**src/rtl/filter_slice_packer.sv**
```systemverilog
// -----------------------------------------------------------------------------
// filter_slice_packer
//
// Write side of the packed filter-output RAM. Band-pass filter samples arrive
// as an Avalon-ST stream, one SLICE_W-bit sample per valid beat, with no
// backpressure. Every three accepted samples are packed into one 3*SLICE_W
// word and written to the RAM. The layout matches the downstream slice reader:
//   slice1 -> [SLICE_W-1:0], slice2 -> [2*SLICE_W-1:SLICE_W],
//   slice3 -> [3*SLICE_W-1:2*SLICE_W]
//
// Optional feature (compile-time macro PACKER_ERR_DROP_EN):
//   defined   : valid beats with a nonzero error code are not packed and do not
//               advance the slice counter; they still set err_seen.
//   undefined : errored beats are packed like good beats; only err_seen
//               records them.
//
// Ports:
//   clk            in   system clock, rising edge
//   rst            in   asynchronous active-low reset
//   start          in   one-cycle pulse, arms or re-arms a frame
//   flush          in   one-cycle pulse, writes any partial word, ends frame
//   ast_sink_data  in   filter sample (SLICE_W)
//   ast_sink_valid in   sample valid
//   ast_sink_error in   filter error code, nonzero marks a bad sample
//   ram_addr       out  RAM write address (ADDR_W)
//   ram_data       out  packed RAM word (3*SLICE_W)
//   ram_wren       out  write strobe, one cycle per word
//   words_written  out  words written this frame, saturates at NUM_WORDS
//   busy           out  high in PACK and FLUSH
//   done           out  high in DONE
//   err_seen       out  sticky, a nonzero error code was accepted
//   overflow       out  sticky, a valid sample arrived while in DONE
// -----------------------------------------------------------------------------
module filter_slice_packer #(
    parameter int SLICE_W   = 31,
    parameter int ADDR_W    = 11,
    parameter int NUM_WORDS = 2048
) (
    input  logic                   clk,
    input  logic                   rst,
    input  logic                   start,
    input  logic                   flush,
    input  logic [SLICE_W-1:0]     ast_sink_data,
    input  logic                   ast_sink_valid,
    input  logic [1:0]             ast_sink_error,
    output logic [ADDR_W-1:0]      ram_addr,
    output logic [3*SLICE_W-1:0]   ram_data,
    output logic                   ram_wren,
    output logic [ADDR_W:0]        words_written,
    output logic                   busy,
    output logic                   done,
    output logic                   err_seen,
    output logic                   overflow
);

    localparam int WORD_W = 3 * SLICE_W;
    localparam logic [ADDR_W:0] MAX_WORDS = (ADDR_W+1)'(NUM_WORDS);
    localparam logic [ADDR_W:0] LAST_WORD = (ADDR_W+1)'(NUM_WORDS - 1);

    typedef enum logic [1:0] {
        S_IDLE  = 2'd0,
        S_PACK  = 2'd1,
        S_FLUSH = 2'd2,
        S_DONE  = 2'd3
    } state_t;

    state_t              state_q, state_d;
    logic [1:0]          slice_cnt_q, slice_cnt_d;
    logic [WORD_W-1:0]   stage_q, stage_d;
    logic [ADDR_W-1:0]   ram_addr_q, ram_addr_d;
    logic [WORD_W-1:0]   ram_data_q, ram_data_d;
    logic                ram_wren_q, ram_wren_d;
    logic [ADDR_W:0]     words_q, words_d;
    logic                err_seen_q, err_seen_d;
    logic                overflow_q, overflow_d;

    logic                beat_err;
    logic                accept;
    logic                frame_end;

    function automatic logic [ADDR_W:0] sat_inc(input logic [ADDR_W:0] cnt);
        return (cnt < MAX_WORDS) ? cnt + 1'b1 : cnt;
    endfunction

    assign beat_err = ast_sink_valid && (ast_sink_error != 2'b00);

`ifdef PACKER_ERR_DROP_EN
    assign accept = ast_sink_valid && (ast_sink_error == 2'b00);
`else
    assign accept = ast_sink_valid;
`endif

    always_comb begin
        state_d     = state_q;
        slice_cnt_d = slice_cnt_q;
        stage_d     = stage_q;
        ram_addr_d  = ram_addr_q;
        ram_data_d  = ram_data_q;
        ram_wren_d  = 1'b0;
        words_d     = words_q;
        err_seen_d  = err_seen_q;
        overflow_d  = overflow_q;
        frame_end   = 1'b0;

        if (start) begin
            // start wins over everything in every state: fresh frame, any
            // partial staging is dropped without a write.
            state_d     = S_PACK;
            slice_cnt_d = 2'd0;
            stage_d     = '0;
            ram_addr_d  = '0;
            ram_data_d  = '0;
            words_d     = '0;
            err_seen_d  = 1'b0;
            overflow_d  = 1'b0;
        end else begin
            case (state_q)
                S_PACK: begin
                    if (beat_err) begin
                        err_seen_d = 1'b1;
                    end
                    if (accept) begin
                        case (slice_cnt_q)
                            2'd0: begin
                                stage_d[SLICE_W-1:0] = ast_sink_data;
                                slice_cnt_d          = 2'd1;
                            end
                            2'd1: begin
                                stage_d[2*SLICE_W-1:SLICE_W] = ast_sink_data;
                                slice_cnt_d                  = 2'd2;
                            end
                            default: begin
                                // Third slice goes straight to the output
                                // register; staging is freed so the next
                                // beat lands in slice1 without a bubble.
                                ram_data_d  = {ast_sink_data, stage_q[2*SLICE_W-1:0]};
                                ram_addr_d  = words_q[ADDR_W-1:0];
                                ram_wren_d  = 1'b1;
                                words_d     = sat_inc(words_q);
                                slice_cnt_d = 2'd0;
                                stage_d     = '0;
                                if (words_q == LAST_WORD) begin
                                    state_d   = S_DONE;
                                    frame_end = 1'b1;
                                end
                            end
                        endcase
                    end
                    // flush sees the slice count after this cycle's sample
                    if (flush && !frame_end) begin
                        state_d = (slice_cnt_d != 2'd0) ? S_FLUSH : S_DONE;
                    end
                end

                S_FLUSH: begin
                    // Unused slices are already zero: staging is cleared on
                    // every word boundary and restart.
                    ram_data_d  = stage_q;
                    ram_addr_d  = words_q[ADDR_W-1:0];
                    ram_wren_d  = 1'b1;
                    words_d     = sat_inc(words_q);
                    slice_cnt_d = 2'd0;
                    stage_d     = '0;
                    state_d     = S_DONE;
                end

                S_DONE: begin
                    if (ast_sink_valid) begin
                        overflow_d = 1'b1;
                    end
                end

                default: begin
                    state_d = S_IDLE;
                end
            endcase
        end
    end

    always_ff @(posedge clk or negedge rst) begin
        if (!rst) begin
            state_q     <= S_IDLE;
            slice_cnt_q <= 2'd0;
            stage_q     <= '0;
            ram_addr_q  <= '0;
            ram_data_q  <= '0;
            ram_wren_q  <= 1'b0;
            words_q     <= '0;
            err_seen_q  <= 1'b0;
            overflow_q  <= 1'b0;
        end else begin
            state_q     <= state_d;
            slice_cnt_q <= slice_cnt_d;
            stage_q     <= stage_d;
            ram_addr_q  <= ram_addr_d;
            ram_data_q  <= ram_data_d;
            ram_wren_q  <= ram_wren_d;
            words_q     <= words_d;
            err_seen_q  <= err_seen_d;
            overflow_q  <= overflow_d;
        end
    end

    assign ram_addr      = ram_addr_q;
    assign ram_data      = ram_data_q;
    assign ram_wren      = ram_wren_q;
    assign words_written = words_q;
    assign busy          = (state_q == S_PACK) || (state_q == S_FLUSH);
    assign done          = (state_q == S_DONE);
    assign err_seen      = err_seen_q;
    assign overflow      = overflow_q;

endmodule

```
**config.mk**
```make
export PLATFORM = sky130hd
export DESIGN_NAME = filter_slice_packer
export DESIGN_NICKNAME = d
export VERILOG_FILES = /design/src/rtl/filter_slice_packer.sv
export SDC_FILE = /design/constraint.sdc
export NUM_CORES = 1
export LEC_CHECK = 0
export CORE_AREA = 3 3 123 125
export DETAILED_ROUTE_END_ITERATION = 8
export DIE_AREA = 0 0 126 128
export GPL_TIMING_DRIVEN = 1
export PLACE_DENSITY_LB_ADDON = 0.3
export SYNTH_ARGS = -nofsm -noshare
export SYNTH_HDL_FRONTEND = slang
export SYNTH_SLANG_ARGS = --single-unit
```
**constraint.sdc**
```tcl
create_clock -name clk -period 3.8 [get_ports clk]
set_clock_uncertainty 0.1 [all_clocks]
set_input_delay 0.76 -clock clk [delete_from_list [all_inputs] [get_ports clk]]
set_output_delay 0.76 -clock clk [all_outputs]
set_load 0.01 [all_outputs]
```
**Word-level counts from Yosys, hierarchy flattened**

Cells that the tools add are included.

- Bits in registers: 216
- Input port bits: 38
- Output and inout port bits: 121
- Logic and storage cells: 92

- Add/sub/neg operators: 1
- $lt $le $gt $ge: 1
- Equality and inequality tests: 13
- Mux-type cells: 47
- Reduce and logical (&&, ||, !) cells: 19

Operators by type and width:

| operator | count |
|---|---|
| $mux W93 | 5 |
| $pmux W93 S2 | 2 |
| $pmux W31 S2 | 2 |
| $mux W12 | 4 |
| $mux W11 | 3 |
| $mux W31 | 1 |
| $pmux W12 S2 | 1 |
| $pmux W11 S2 | 1 |
| $mux W2 | 9 |
| $mux W1 | 15 |
| $add A12 B1 Y12 const B | 1 |
| $eq A12 B11 Y1 const B | 1 |
| $lt A12 B12 Y1 const B | 1 |
| $ne A3 B3 Y1 const B | 4 |
| $ne A4 B4 Y1 const B | 3 |
| $reduce_bool A2 Y1 | 6 |
| $reduce_and A3 Y1 | 3 |
| $pmux W2 S2 | 2 |
| $pmux W2 S3 | 1 |
| $eq A2 B1 Y1 const B | 2 |
| $eq A2 B2 Y1 const B | 2 |
| $reduce_and A2 Y1 | 2 |
| $reduce_and A4 Y1 | 1 |
| $reduce_bool A3 Y1 | 1 |
| other kinds (7) | 8 |

**Longest topological paths before layout**

- Depth after elaboration: 11
- Mapped depth: 11
- Gate-level depth less buffers: 6

**Worst setup path after synthesis**

No wires, ideal clock.

- Path type: in2reg
- Start point: in ast_sink_valid
- End point: reg words_q[11] (netlist: words_written[11])
- Library setup time: 0.078 ns
- Arrival: 2.079 ns
- Data required time: 3.622 ns
- Setup slack: 1.543 ns
- Stages: 7
- Buffers on the path: 3
- Cells stage by stage: buf_2 and3_1 nor3_2 buf_6 buf_6 or4_1 a21oi_1

- Cells in the longest elaborated chain, start to end: 2

RTL lines:

| element | RTL line | source |
|---|---|---|
| start: declaration | 44 | `input logic ast_sink_valid,` |
| $ne A3 B3 Y1 (no source line) | n/a |  |
| $reduce_and A3 Y1 (no source line) | n/a |  |
| end signal: assignment | 198 | `words_q <= words_d;` |
| end: declaration | 73 | `logic [ADDR_W:0] words_q, words_d;` |

Every way passes these cells.
A chain may end at the register's enable or synchronous reset.

**Worst setup path in the final report**

- Start point: reg state_q[0]
- End point: out busy

- Cells in the longest elaborated chain, start to end: 2
- Elaborated cells between the ends (all ways): 3
- Those cells by class: 2 x eq/ne; 1 x reduce/logical

RTL lines:

| element | RTL line | source |
|---|---|---|
| start: declaration | 67 | `state_t state_q, state_d;` |
| start signal: assignment | 192 | `state_q <= state_d;` |
| $eq A2 B1 Y1 or $eq A2 B2 Y1 (tied branches) | 208 | `assign busy = (state_q == S_PACK) \|\| (state_q == S_FLUSH);` |
| $logic_or A1 B1 Y1 (*) | 208 |  |
| end: declaration | 50 | `output logic busy,` |

Every way passes the cells marked *; elsewhere a longest branch is shown, timed or not.

==> impl_results.md <==
* Setup-failing EPs final at 0
* CTS tree: done
* Synth unique cells at 35
* Hold_buf cts at 0
* Post-synth EDFFs at 0
* Yosys warnings at 0
* Post-synthesis sequential area ratio at roughly three fifths
* Measured slew at the worst slew-check pin at 863 ps
* Clk buf depth at 2
* CTS H-tree lvls at 4
* Crit start category: register
* Final nets at between 900 and 1000
* Gp weighted congestion at ~0.86
* Initial core utilization at between 50% and 60%
* Die area at about 16000 µm²
* Vias in the first global route at ~6000
* #FFs+latches synth at around 190
* Fin crit share at 70.2%
* Hold Crit Class: in -> async
* Root buf cell: clkbuf_16
* Sink Count at roughly 190
* Mapped Cells at 771
* Req. time, crit path at roughly 3000 ps
* Leak at ~4.2 nW
* Area delta synth->final at 29.9%
* Total routed wirelength at between 15 and 20 mm
* Hold Fails Final Rpt at 0
* Synth top area share at 60.4%
* RSZ-0062 raised after global routing: false
* Fin Setup TNS at 0 ps
* Syn_nets at ~800
* Core Box Area at 14000 µm²
* DRT Pass-1 Iters at 5
* Via/cell ratio at roughly 5.5
* Synth cell count leaders: nand2_1 (202), dfrtp_1 (185), o21ai_0 (104), nand2b_1 (74), o31ai_1 (65)
* Placed cells at about 1100
* Initial DRC count at 545
* Post-Layout Cell Count at between 1000 and 1500
* Clk_lat worst skew at around 420 ps
* IO Count at between 150 and 200
* Routed WL per cell at about 17 µm
* Final Max Tran Viols at 0
* Synthesized area at ~7700 µm²
* CP arrival at roughly 1800 ps
* First-pass GRT wire length at between 20 and 30 mm
* Status: finished, final reports clean
* Area contributors post-synth: dfrtp_1 (60%), nand2_1 (9.9%), o21ai_0 (6.8%)
* Layout cells sized above 1 at about 6.4%
* Post-DP HPWL at about 12 mm
* Worst-path clk slew at 60 ps
* GRT Util Overall at between 20% and 30%
* Die width at about 130 µm
* Synth Area per Inst at around 9.9 µm²
* Final critical-path required period at approximately 2700 ps
* VDD IR max at between 0.4 and 0.5 mV
* Via Count at 5978
* N_diodes at 0
* Most numerous cell in the Yosys netlist: nand2_1
* Die Y at 128 µm
* Post-CTS Resized at 0
* Final ANT Viol Nets at 0
* Largest area contributor in the netlist: dfrtp_1
* Pwr dens at around 540 nW/µm²
* Max Fclk at 0.375 GHz
* Ys async rst share at between 90% and 100%
* Port Buf Inserts at roughly 160
* Worst-path fanout max at 4
* WS Path Type: reg -> out
* Residual DRC count at 0
* Largest net degree at the start of global routing at 143
* Number of setup buffers added after CTS at 0
* CP Capture Type: output pin
* Ys flop type: dfrtp_1
* Max-slew headroom at 42.4%
* Num CTS Buffers at 17
* FP Rows at 43
* Initial antenna violation count at 0
* # Max-Cap Violations at 0
* Global route total overflow at 0
==> final cells by class <==
cell class | count | area (µm²)
Tap cell | 180 | 225
Inverter | 5 | 18.8
Timing Repair Buffer | 169 | 1690
Multi-Input combinational cell | 521 | 2790
Fill cell | 1013 | 4030
Sequential cell | 185 | 4630
Clock buffer | 18 | 439
Clock inverter | 13 | 168
==> critical path, cell delays in order (launching register included) <==
cell             delay [ps]
dfrtp_1                 400
inv_1                    60
ha_1                    340
inv_1                    70
clkdlybuf4s50_1         530
==> final timing paths <==
kind                       depth (start not counted)                    start  slack [ps]                       end
max                                                4   state_q[0]$_DFFE_PN0P_        1130                      busy
max reg2reg                                        7   state_q[1]$_DFFE_PN0P_        1210   stage_q[48]$_DFFE_PN0P_
max in group asynchronous                          2                      rst        2370  ram_data[19]$_DFFE_PN0P_
min                                                1                      rst         300   ram_data[7]$_DFFE_PN0P_
min in group clk                                   2  ram_data[9]$_DFFE_PN0P_         380   ram_data[9]$_DFFE_PN0P_
min reg2reg                                        2  ram_data[9]$_DFFE_PN0P_         380   ram_data[9]$_DFFE_PN0P_
==> sequential cells by signal, indices dropped and copies added, names as in the netlist <==
register / cells
state_q: 2
ram_addr: 11
ram_wren: 1
slice_cnt_q: 2
overflow: 1
ram_data: 93
words_written: 12
err_seen: 1
stage_q: 62
==> through the flow <==
step	hold slack, ps	worst slack (ps)	util (%)	area, µm²	power [mW]
detailed placement	367	771	66.8	9350	3.66
floorplan	350	1540	-	7660	3.07
global placement	360	862	66.8	9350	3.60
global route	375	1050	71.2	9950	5.67
finish	302	1130	71.2	9950	5.42
CTS	343	1120	71.2	9950	5.47
==> where the power goes <==
part / switching [mW] / leakage [nW] / internal (mW)
Clock: 0.741 / 0.281 / 1.05
Combinational: 0.697 / 1.42 / 0.511
Sequential: 0.173 / 2.51 / 2.25
==> cells in the final DEF (no fill, tap or decap), types with 3 or more instances in the layout <==
cell,instances
nor2_1,16
or4_1,4
bufinv_16,3
o21ai_0,104
clkbuf_16,17
nand2b_1,73
inv_6,3
nor4_1,3
mux2i_1,7
nor3_1,3
a21oi_1,7
or2_2,6
o31ai_1,65
clkinvlp_4,5
clkdlybuf4s50_1,156
ha_1,4
inv_1,5
dfrtp_1,185
buf_4,9
nand3_1,4
and3_1,3
nand2_1,202
==> layer usage <==
metal	GRT usage (%)	wire (µm)	up-vias
met5	0	0	-
met4	7.44	253	0
met3	4.29	866	20
met2	37.4	9110	177
met1	30.2	7900	2941
li1	-	-	2840
==> cell families (layout without fill, tap and decap cells) <==
family | count (synthesis) | in the layout | share of synthesized area (%)
AOI/OAI and AO/OA | 184 | 184 | 14.7
xor gates and xnor gates | 2 | 2 | 0.229
adders and majority gates | 4 | 4 | 0.653
buffers and inverters | 65 | 205 | 3.64
DFF | 185 | 185 | 60.4
muxes | 8 | 8 | 1.06
and+or+nand+nor | 323 | 323 | 19.3
Note: power is estimated with default switching activity, not from simulation.
